==> src/rtl/elevator_control.sv <==
// elevator_control: SCAN-style control FSM for the elevator car.
// Consumes the datapath's request flags and one-hot floor vector and
// issues one-cycle open/up/down strobes; travel and door dwell are timed
// with an internal down-counter.
// Optional feature: define ELEVATOR_HOME_EN to return an idle car to the
// bottom floor after HOME_CYCLES quiet cycles.
module elevator_control #(
    parameter int N             = 5,
    parameter int TRAVEL_CYCLES = 3,
    parameter int DOOR_CYCLES   = 4,
    parameter int HOME_CYCLES   = 16
) (
    input  logic         clk,
    input  logic         rst_n,
    input  logic         request_i,
    input  logic         request_j_gt_i,
    input  logic         request_j_lt_i,
    input  logic [N-1:0] i,
    output logic         open,
    output logic         up,
    output logic         down,
    output logic         door_open,
    output logic         moving,
    output logic         dir_up
);

    localparam int MAX_TD  = (TRAVEL_CYCLES > DOOR_CYCLES) ? TRAVEL_CYCLES : DOOR_CYCLES;
    localparam int MAX_CYC = (MAX_TD > HOME_CYCLES) ? MAX_TD : HOME_CYCLES;
    localparam int CW      = $clog2(MAX_CYC) + 1;

    localparam logic [CW-1:0] TRAVEL_LOAD = CW'(TRAVEL_CYCLES - 1);
    localparam logic [CW-1:0] DOOR_LOAD   = CW'(DOOR_CYCLES - 1);

    typedef enum logic [1:0] {
        S_IDLE,
        S_DOOR,
        S_TRAVEL,
        S_STEP
    } state_t;

    state_t        state_q, state_d;
    logic [CW-1:0] cnt_q, cnt_d;
    logic          go_up_q, go_up_d;     // direction of the move in progress
    logic          dir_up_q, dir_up_d;   // remembered SCAN preference
    logic          open_q, open_d;
    logic          up_q, up_d;
    logic          down_q, down_d;
    logic          door_open_q, door_open_d;
    logic          moving_q, moving_d;

    logic          floor_valid;
    logic          can_up;
    logic          can_dn;

`ifdef ELEVATOR_HOME_EN
    localparam logic [CW-1:0] HOME_LOAD = CW'(HOME_CYCLES - 1);

    logic [CW-1:0] idle_cnt_q, idle_cnt_d;
    logic          homing_q, homing_d;   // keep stepping down once homing has begun
    logic          any_req;
    logic          home_go;
`endif

    // A floor vector with no bit set is treated as "position unknown": the
    // car is not moved until the datapath reports a real floor again.
    assign floor_valid = |i;
    assign can_up      = request_j_gt_i && floor_valid && !i[N-1];
    assign can_dn      = request_j_lt_i && floor_valid && !i[0];

`ifdef ELEVATOR_HOME_EN
    assign any_req = request_i || request_j_gt_i || request_j_lt_i;
    assign home_go = !any_req && floor_valid && !i[0] &&
                     (homing_q || (idle_cnt_q == HOME_LOAD));
`endif

    // Next-state, counter and strobe computation.
    always_comb begin
        state_d  = state_q;
        cnt_d    = cnt_q;
        go_up_d  = go_up_q;
        dir_up_d = dir_up_q;
        open_d   = 1'b0;
        up_d     = 1'b0;
        down_d   = 1'b0;
`ifdef ELEVATOR_HOME_EN
        idle_cnt_d = '0;
        homing_d   = homing_q;
`endif

        case (state_q)
            S_IDLE: begin
                if (request_i) begin
                    state_d = S_DOOR;
                    cnt_d   = DOOR_LOAD;
                    open_d  = 1'b1;
                end else if (dir_up_q ? can_up : (can_up && !can_dn)) begin
                    state_d  = S_TRAVEL;
                    cnt_d    = TRAVEL_LOAD;
                    go_up_d  = 1'b1;
                    dir_up_d = 1'b1;
                end else if (can_dn) begin
                    state_d  = S_TRAVEL;
                    cnt_d    = TRAVEL_LOAD;
                    go_up_d  = 1'b0;
                    dir_up_d = 1'b0;
`ifdef ELEVATOR_HOME_EN
                end else if (home_go) begin
                    state_d  = S_TRAVEL;
                    cnt_d    = TRAVEL_LOAD;
                    go_up_d  = 1'b0;
                    dir_up_d = 1'b0;
`endif
                end
`ifdef ELEVATOR_HOME_EN
                if (any_req || !floor_valid || i[0]) begin
                    homing_d = 1'b0;
                end else if (home_go) begin
                    homing_d = 1'b1;
                end else begin
                    idle_cnt_d = idle_cnt_q + CW'(1);
                end
`endif
            end

            S_DOOR: begin
                // The open cycle is when the datapath clears this floor's
                // request, so request_i seen then is not a fresh press.
                if (request_i && !open_q) begin
                    cnt_d  = DOOR_LOAD;
                    open_d = 1'b1;
                end else if (cnt_q == '0) begin
                    state_d = S_IDLE;
                end else begin
                    cnt_d = cnt_q - CW'(1);
                end
            end

            S_TRAVEL: begin
                if (cnt_q == '0) begin
                    state_d = S_STEP;
                    up_d    = go_up_q && !i[N-1];
                    down_d  = !go_up_q && !i[0];
                end else begin
                    cnt_d = cnt_q - CW'(1);
                end
            end

            S_STEP: begin
                state_d = S_IDLE;
            end

            default: begin
                state_d = S_IDLE;
            end
        endcase

        door_open_d = (state_d == S_DOOR);
        moving_d    = (state_d == S_TRAVEL) || (state_d == S_STEP);
    end

    // State, counters and registered Moore outputs.
    always_ff @(posedge clk or negedge rst_n) begin
        if (!rst_n) begin
            state_q     <= S_IDLE;
            cnt_q       <= '0;
            go_up_q     <= 1'b1;
            dir_up_q    <= 1'b1;
            open_q      <= 1'b0;
            up_q        <= 1'b0;
            down_q      <= 1'b0;
            door_open_q <= 1'b0;
            moving_q    <= 1'b0;
`ifdef ELEVATOR_HOME_EN
            idle_cnt_q  <= '0;
            homing_q    <= 1'b0;
`endif
        end else begin
            state_q     <= state_d;
            cnt_q       <= cnt_d;
            go_up_q     <= go_up_d;
            dir_up_q    <= dir_up_d;
            open_q      <= open_d;
            up_q        <= up_d;
            down_q      <= down_d;
            door_open_q <= door_open_d;
            moving_q    <= moving_d;
`ifdef ELEVATOR_HOME_EN
            idle_cnt_q  <= idle_cnt_d;
            homing_q    <= homing_d;
`endif
        end
    end

    assign open      = open_q;
    assign up        = up_q;
    assign down      = down_q;
    assign door_open = door_open_q;
    assign moving    = moving_q;
    assign dir_up    = dir_up_q;

endmodule

==> config.mk <==
export PLATFORM = sky130hd
export DESIGN_NAME = elevator_control
export DESIGN_NICKNAME = d
export VERILOG_FILES = /design/src/rtl/elevator_control.sv
export SDC_FILE = /design/constraint.sdc
export NUM_CORES = 1
export LEC_CHECK = 0
export CORE_MARGIN = 3
export CORE_UTILIZATION = 53
export DETAILED_ROUTE_END_ITERATION = 10
export GPL_TIMING_DRIVEN = 0
export PLACE_DENSITY = 0.86
export REMOVE_ABC_BUFFERS = 1
export SETUP_SLACK_MARGIN = 0.4
export SYNTH_ARGS = -nofsm -noshare
export SYNTH_HDL_FRONTEND = slang
export SYNTH_SLANG_ARGS = --single-unit
==> constraint.sdc <==
create_clock -name clk -period 5.7 [get_ports clk]
set_input_delay 1.425 -clock clk [delete_from_list [all_inputs] [get_ports clk]]
set_output_delay 1.425 -clock clk [all_outputs]
set_load 0.005 [all_outputs]
# --- After elaboration in Yosys (flattened, before gate mapping) ---
# Index checks and enable logic that the tools add are counted.
totals:
  ff_bits: 13
  in_bits: 10
  out_inout_bits: 6
classes:
  n_addsub: 1
  eq_ne: 7
  n_mux: 23
  bitwise: 1
  reduce_logical: 21
ops:
  columns: ["cell", "count"]
  rows:
  - ["two-way mux 5 bit", 5]
  - ["case mux 5 bit (3 select lines)", 1]
  - ["two-way mux 2 bit", 6]
  - ["two-way mux 1 bit", 9]
  - ["== test 2 bit (second input constant)", 4]
  - ["logical AND 1 bit", 8]
  - ["case mux 2 bit (4 select lines)", 1]
  - ["logical NOT 1 bit", 5]
  - ["logical NOT 5 bit", 1]
  - ["OR reduction 5 bit", 1]
  - ["subtractor 5 x 1 -> 5 bit (second input constant)", 1]
  - ["== test 2 x 1 -> 1 bit (second input constant)", 2]
  - ["!= test 4 bit (second input constant)", 1]
  - ["AND reduction 3 bit", 1]
  - ["nonzero test 3 bit", 1]
  - ["logical NOT 2 bit", 1]
  - ["case mux 1 bit (2 select lines)", 1]
  - ["AND reduction 2 bit", 1]
  - ["nonzero test 2 bit", 1]
  - ["logical OR 1 bit", 1]
  - ["NOT 1 bit", 1]

# --- Longest topological paths before layout ---
# Gate-level depths: netlist of run 1.
depth:
  ltp_word: 11
  depth_mapped: 7
  mapped_depth_nobuf: 6

# --- Worst setup path before layout of run 1 ---
# Ideal clock, no wire load.
synth_timing:
  path_kind: "in2reg"
  from: "input i[4]"
  to: "register cnt_q[3]"
  setup_time_ps: 135
  arrival_time_ps: 2683
  required_time_ps: 5565
  setup_slack_ps: 2881
  path_stages: 4
  path_buffers: 0
  cell_sequence: "or4_1 a221oi_2 or2_2 o32ai_1"
synth_via:
  elab_chain_len: 9
  word_cells_on_any_way: 14
synth_rtl:
  columns: ["element", "line", "rtl"]
  rows:
  - ["start: declaration", "18", "input logic [N-1:0] i,"]
  - ["OR reduction 5 bit", "66", "assign floor_valid = |i;"]
  - ["logical AND 1 bit (2 in a row)", "68", "assign can_dn = request_j_lt_i && floor_valid && !i[0];"]
  - ["logical NOT 1 bit", "96", "end else if (dir_up_q ? can_up : (can_up && !can_dn)) begin"]
  - ["logical AND 1 bit", "96", null]
  - ["two-way mux 1 bit", "96", null]
  - ["two-way mux 5 bit", "96", null]
  - ["two-way mux 5 bit", "92", "if (request_i) begin"]
  - ["case mux 5 bit (3 select lines)", "90", "case (state_q)"]
  - ["end signal: assignment", "179", "cnt_q <= cnt_d;"]
  - ["end: declaration", "42", "logic [CW-1:0] cnt_q, cnt_d;"]
# Several ways; a longest one is shown, not always the timed one.
# A chain may end at the register's enable or synchronous reset.

# --- Worst setup path after layout of run 1 ---
# Ends and elaborated chain as after synthesis.

==> impl_metrics.toml, run 1 <==
[worst_setup_path]
crit_slowest_cell = "or4_1"
path_max_fanout = 5
max_stage_delay_ns = 0.62
required_ns = 5.86
rr_startpoint = "cnt_q[1]"
crit_chain = "clkdlybuf4s50_1, or4_1, a221oi_2, or2_2, o32ai_1"
worst_r2r_path_depth = 6
r2r_slack_ns = 3.45
cp.arrival_ns = 3.29
crit_start = "i[4]"
worstReg2RegEnd = "cnt_q[1]"
worstSetupPathType = "in2reg"
cp-start-kind = "primary input"
endpoint = "cnt_q[3]"
endpoint_kind = "register"

[cts]
post_cts_resized = 0
clkTransAtPathRegs_ns = 0.08
ctsRootBufferMaster = "clkbuf_4"
cts_setup_buffers = 0
cts_hold_buf = 0
cts.sinks = 13
clock_latency_ns = 0.28
cts_tree = "yes"
numCtsBuffers = 3
htree_levels = 1
clockBufferDepth = 2

[timing]
fin_setup_tns_ns = 0
fin_crit_sh_pct = 55.0
fmax_mhz = 319
rsz0062_at_grt = "false"
worst_pin_slew_ns = 0.585
maxSlewHeadroom_pct = 60.9
setup_viol_count_final = 0
hold_violations = 0
slew_violations = 0
finClkSkew_ns = 0.00446
fin_crit_ns = 3.14

[power_and_ir_drop]
p_comb_share_pct = 56.1
powerDensity_mw_per_mm2 = 482
clkPwrFrac_pct = 12.3
p_int_uw = 275
p_seq_share_pct = 31.7
p_switching_uw = 199
ir_drop_mv = 0.303
power.leakage_uw = 0.000410
sw_frac_of_total_pct = 42.1

[floorplanning]
rows = 13
dieArea_sq_mm = 0.00200
start_util_pct = 58.8
ios = 16
core-area_sq_mm = 0.00135
die_w_um = 44.7
die_h_um = 44.7

[routing]
dr.pass1.iters = 6
dr_total_vias = 725
drcViolationCount = 0
drtIter0Drc = 26
wl_um = 1620
viasPerCell = 6.20
ant_nets = 0
wl_per_cell_um = 13.8

[logic_synthesis]
yosysSeqAreaShare_pct = 41.2
ys_top_cells_by_count = "dfrtp_1 (12), inv_1 (9), nand2_1 (7), ha_1 (6), nor3_1 (5)"
synth.top_cells.by_area = "dfrtp_1 (38%), ha_1 (9.5%), inv_1 (4.3%)"
synth-main-ff-cell = "dfrtp_1"
syn_inst = 84
yosys.area.top_type = "dfrtp_1"
synth_area_sq_um = 793
synth_edf_count = 0
synth_seq_cells = 13
yosysWarnings = 0
netlist.area_leader.share_pct = 37.9
yosysMostFrequentCell = "dfrtp_1"
netlist-cell-type-count = 34
synthArstFlopShare_pct = 100
avgSynthCellArea_sq_um = 9.44

[placement]
gp_congestion = 0.854
portBuffers = 15
hpwlAfterDp_um = 1240

[layout]
layout-drive-gt1-share_pct = 5.88
final_util_pct = 72.8
regArea_sq_um = 327
fill_cells = 96
multi_input_area_sq_um = 428
antenna_cells = 0
area_growth_pct = 24.0
nNetsFinal = 119

[hold_path]
hold_path_class = "reg2reg"

[global_routing]
first_global_vias = 618
antenna_found_initial = 0
grt_max_degree = 14
track_usage_pct = 18.8
grt-ovfl-total = 0
grt_first_pass_wirelength_um = 2700

[job]
max_cap_violations = 0

[status]
status = "finished, final reports clean"
[layer usage]
layer	up-vias	wire length, um	track usage [%]
li1	350	-	-
met1	344	783	26.6
met2	25	714	26.4
met3	6	80	3.66
met4	0	39	10.8
met5	-	0	0
[sequential cells by signal (all words and copies together) (netlist names)]
name and flops:
cnt_q 5, dir_up 1, door_open 1, down 1, moving 1, open 1
state_q 2, up 1
[cell families (layout without fill, tap and decap cells)]
group / Yosys count / in the layout / synth area share (%)
buf+inv: 10 / 28 / 4.89
simple gates: 30 / 30 / 21.3
flops: 13 / 13 / 41.2
fa+ha+maj: 6 / 6 / 9.46
compound gates: 25 / 25 / 23.2
[how the worst min path moves through the flow]
| stage | from | to | cells past startpoint |
|---|---|---|---|
| 3_3_place_gp | cnt_q[4] | cnt_q[4] | 1 |
| 4_1_cts | dir_up | dir_up | 2 |
| 3_5_place_dp | dir_up | dir_up | 2 |
| 6_report | dir_up | dir_up | 2 |
| 5_1_grt | dir_up | dir_up | 2 |
| 2_1_floorplan | cnt_q[4] | cnt_q[4] | 1 |
[placed cells by master, fill, tap and decap left out, types with 2 or more instances in the layout]
master | netlist | final
clkdlybuf4s50_1 | 0 | 15
dfrtp_1 | 12 | 12
inv_1 | 9 | 9
nand2_1 | 7 | 7
ha_1 | 6 | 6
nor3_1 | 5 | 5
o21a_1 | 4 | 4
o21ai_0 | 4 | 4
o22ai_1 | 3 | 3
clkbuf_4 | 0 | 3
and2b_1 | 2 | 2
or4_1 | 2 | 2
nand2b_1 | 2 | 2
a211oi_1 | 2 | 2
nor2b_1 | 2 | 2
nor2_1 | 2 | 2
a311oi_1 | 2 | 2
o32ai_1 | 2 | 2
[stage by stage]
stage	power, uW	std cells	worst slack [ns]	cell area, sq um	hold slack [ns]
finish	474	117	2.56	983	0.526
global route	521	117	2.52	983	0.552
CTS	474	117	2.60	983	0.523
detailed placement	416	113	2.31	957	0.511
global placement	409	113	2.28	957	0.498
floorplan	335	83	2.88	788	0.473
[power groups by stage]
stage | logic (uW) | registers, uW | clock network [uW]
6_report | 266 | 150 | 58.1
5_1_grt | 302 | 155 | 64.2
4_1_cts | 266 | 150 | 58.9
3_5_place_dp | 264 | 152 | 0
3_3_place_gp | 259 | 150 | 0
2_1_floorplan | 187 | 149 | 0
[critical path, delay by kind of cell]
| family | cells | cell delay, ns |
|---|---|---|
| AND/OR/NAND/NOR | 2 | 0.87 |
| buffers and inverters | 1 | 0.43 |
| AO/OA/AOI/OAI | 2 | 0.57 |
[area by class of cell]
type | count | share of cell area, %
Inverter | 9 | 3.44
Tap cell | 15 | 1.91
Timing Repair Buffer | 15 | 15.3
Clock buffer | 4 | 2.67
Multi-Input combinational cell | 61 | 43.5
Sequential cell | 13 | 33.2
Note: power is estimated with default switching activity, not from simulation.
==> run 2, diff against run 1 <==
--- a/config.mk
+++ b/config.mk
@@ -6,10 +6,10 @@
 export NUM_CORES = 1
 export LEC_CHECK = 0
 export CORE_MARGIN = 3
-export CORE_UTILIZATION = 53
+export CORE_UTILIZATION = 44
 export DETAILED_ROUTE_END_ITERATION = 10
 export GPL_TIMING_DRIVEN = 0
-export PLACE_DENSITY = 0.86
+export PLACE_DENSITY = 0.77
 export REMOVE_ABC_BUFFERS = 1
 export SETUP_SLACK_MARGIN = 0.4
 export SYNTH_ARGS = -nofsm -noshare
==> constraint.sdc (replaced) <==
create_clock -name clk -period 2.8 [get_ports clk]
set_input_delay 0.7 -clock clk [delete_from_list [all_inputs] [get_ports clk]]
set_output_delay 0.7 -clock clk [all_outputs]
set_load 0.005 [all_outputs]
==> run 2 against run 1 <==
Die area is 18% higher. Flip-flop and latch count stayed put. Setup slack worse by 2.1 ns. Cell area is 1.1% higher. Wire length is 4.0% higher. Clock power is 100% higher. Clock-buffer cell count stayed put. Critical path type unchanged.
==> impl_metrics.toml, run 2 (synthesized netlist as in run 1, its figures left out) <==
[status]
status = "finished, final reports clean"

[timing]
finClkSkew_ns = 0.00191
hold_violations = 0
worst_pin_slew_ns = 0.585
fmax_mhz = 419
fin_crit_sh_pct = 85.1
fin_crit_ns = 2.38
fin_setup_tns_ns = 0
setup_viol_count_final = 0
slew_violations = 0
rsz0062_at_grt = "true"
fin_ws_ns = 0.416
maxSlewHeadroom_pct = 60.9

[layout]
layout-drive-gt1-share_pct = 5.88
multi_input_area_sq_um = 428
area_growth_pct = 25.4
final_cells = 126
largest_register_ffs = 5
fill_cells = 151
top_regs = "cnt_q x5, state_q x2"
regMostFlops = "cnt_q"
regArea_sq_um = 327
final_cell_mix = "clkdlybuf4s50_1 (15), dfrtp_1 (12), inv_1 (9), nand2_1 (7), ha_1 (6)"
antenna_cells = 0
nNetsFinal = 119
final_common_cell = "clkdlybuf4s50_1"

[floorplanning]
ios = 16
core-area_sq_mm = 0.00159
rows = 14
die_h_um = 48.5
dieArea_sq_mm = 0.00235
start_util_pct = 49.8
die_w_um = 48.5

[routing]
ant_nets = 0
wl_um = 1680
dr_total_vias = 702
wl_per_cell_um = 13.3
viasPerCell = 5.57
drcViolationCount = 0
dr.pass1.iters = 4
drtIter0Drc = 19

[global_routing]
grt-ovfl-total = 0
grt_most_used_layer = "met2"
grt_first_pass_wirelength_um = 2820
gr-usage-met1_pct = 19.9
grt_max_degree = 14
track_usage_pct = 15.1
first_global_vias = 645
antenna_found_initial = 0
grt_util_met3_pct = 4.91
use_met2_pct = 23.9

[worst_setup_path]
required_ns = 2.95
worst_r2r_path_depth = 6
endpoint_kind = "register"
worstSetupPathType = "in2reg"
cp-start-kind = "primary input"
cp.arrival_ns = 2.54
path_max_fanout = 5

[cts]
clkTransAtPathRegs_ns = 0.08
numCtsBuffers = 3
cts_tree = "yes"
cts.sinks = 13
clock_latency_ns = 0.28
post_cts_resized = 0
htree_levels = 1
cts_setup_buffers = 0
ctsRootBufferMaster = "clkbuf_4"
clockBufferDepth = 2
cts_hold_buf = 0

[power_and_ir_drop]
powerDensity_mw_per_mm2 = 974
power_uw = 968
power.leakage_uw = 0.000410
ir_drop_mv = 0.548

[placement]
dpl.cell_count = 122
gp_congestion = 0.827
portBuffers = 15
place_ws_ns = 0.145
hpwlAfterDp_um = 1340

[hold_path]
min_path_cells = 1
hold_path_class = "reg2reg"

[job]
max_cap_violations = 0
run 2: cell counts in the layout (fill, tap and decap cells not counted):
No cell type changed its count.
run 2: per-stage QoR:
| step | util, % | instance area, sq um | hold WS [ns] |
|---|---|---|---|
| finish | 62.4 | 995 | 0.520 |
| global placement | 60.8 | 968 | 0.506 |
| floorplan | - | 788 | 0.404 |
| CTS | 62.4 | 995 | 0.519 |
| global route | 62.4 | 995 | 0.550 |
| detailed placement | 60.8 | 968 | 0.499 |
run 2: final timing paths:
path	startpoint	to	slack (ns)
max	i[4]	cnt_q[3]	0.42
min	cnt_q[4]	cnt_q[4]	0.52
max reg2reg	cnt_q[1]	cnt_q[1]	0.57
min reg2reg	cnt_q[4]	cnt_q[4]	0.52
max in group asynchronous	rst_n	cnt_q[0]	1.63
min in group asynchronous	rst_n	open	0.79
run 2: cell type report:
type	instances	area share, %
Sequential cell	13	32.8
Tap cell	24	3.02
Timing Repair Buffer	15	15.1
Multi-Input combinational cell	61	43.0
Inverter	9	3.40
Clock buffer	4	2.64
run 2: per-layer routing:
metal,wire [um],up-vias
met1,766,333
met4,20,0
met2,811,14
li1,-,351
met3,82,4
met5,0,-
run 2: critical path, cell delays in order:
cell and delay (ns):
clkdlybuf4s50_1 0.42, or4_1 0.61, a221oi_2 0.45, or2_2 0.24, o32ai_1 0.10
run 2: power breakdown:
part | internal [uW] | total, uW | switching, uW | leakage (uW)
registers | 257 | 309 | 52.6 | 0.000167
clock network | 55.3 | 117 | 61.4 | 0.0000150
logic | 246 | 542 | 296 | 0.000228
total | 559 | 968 | 410 | 0.000410
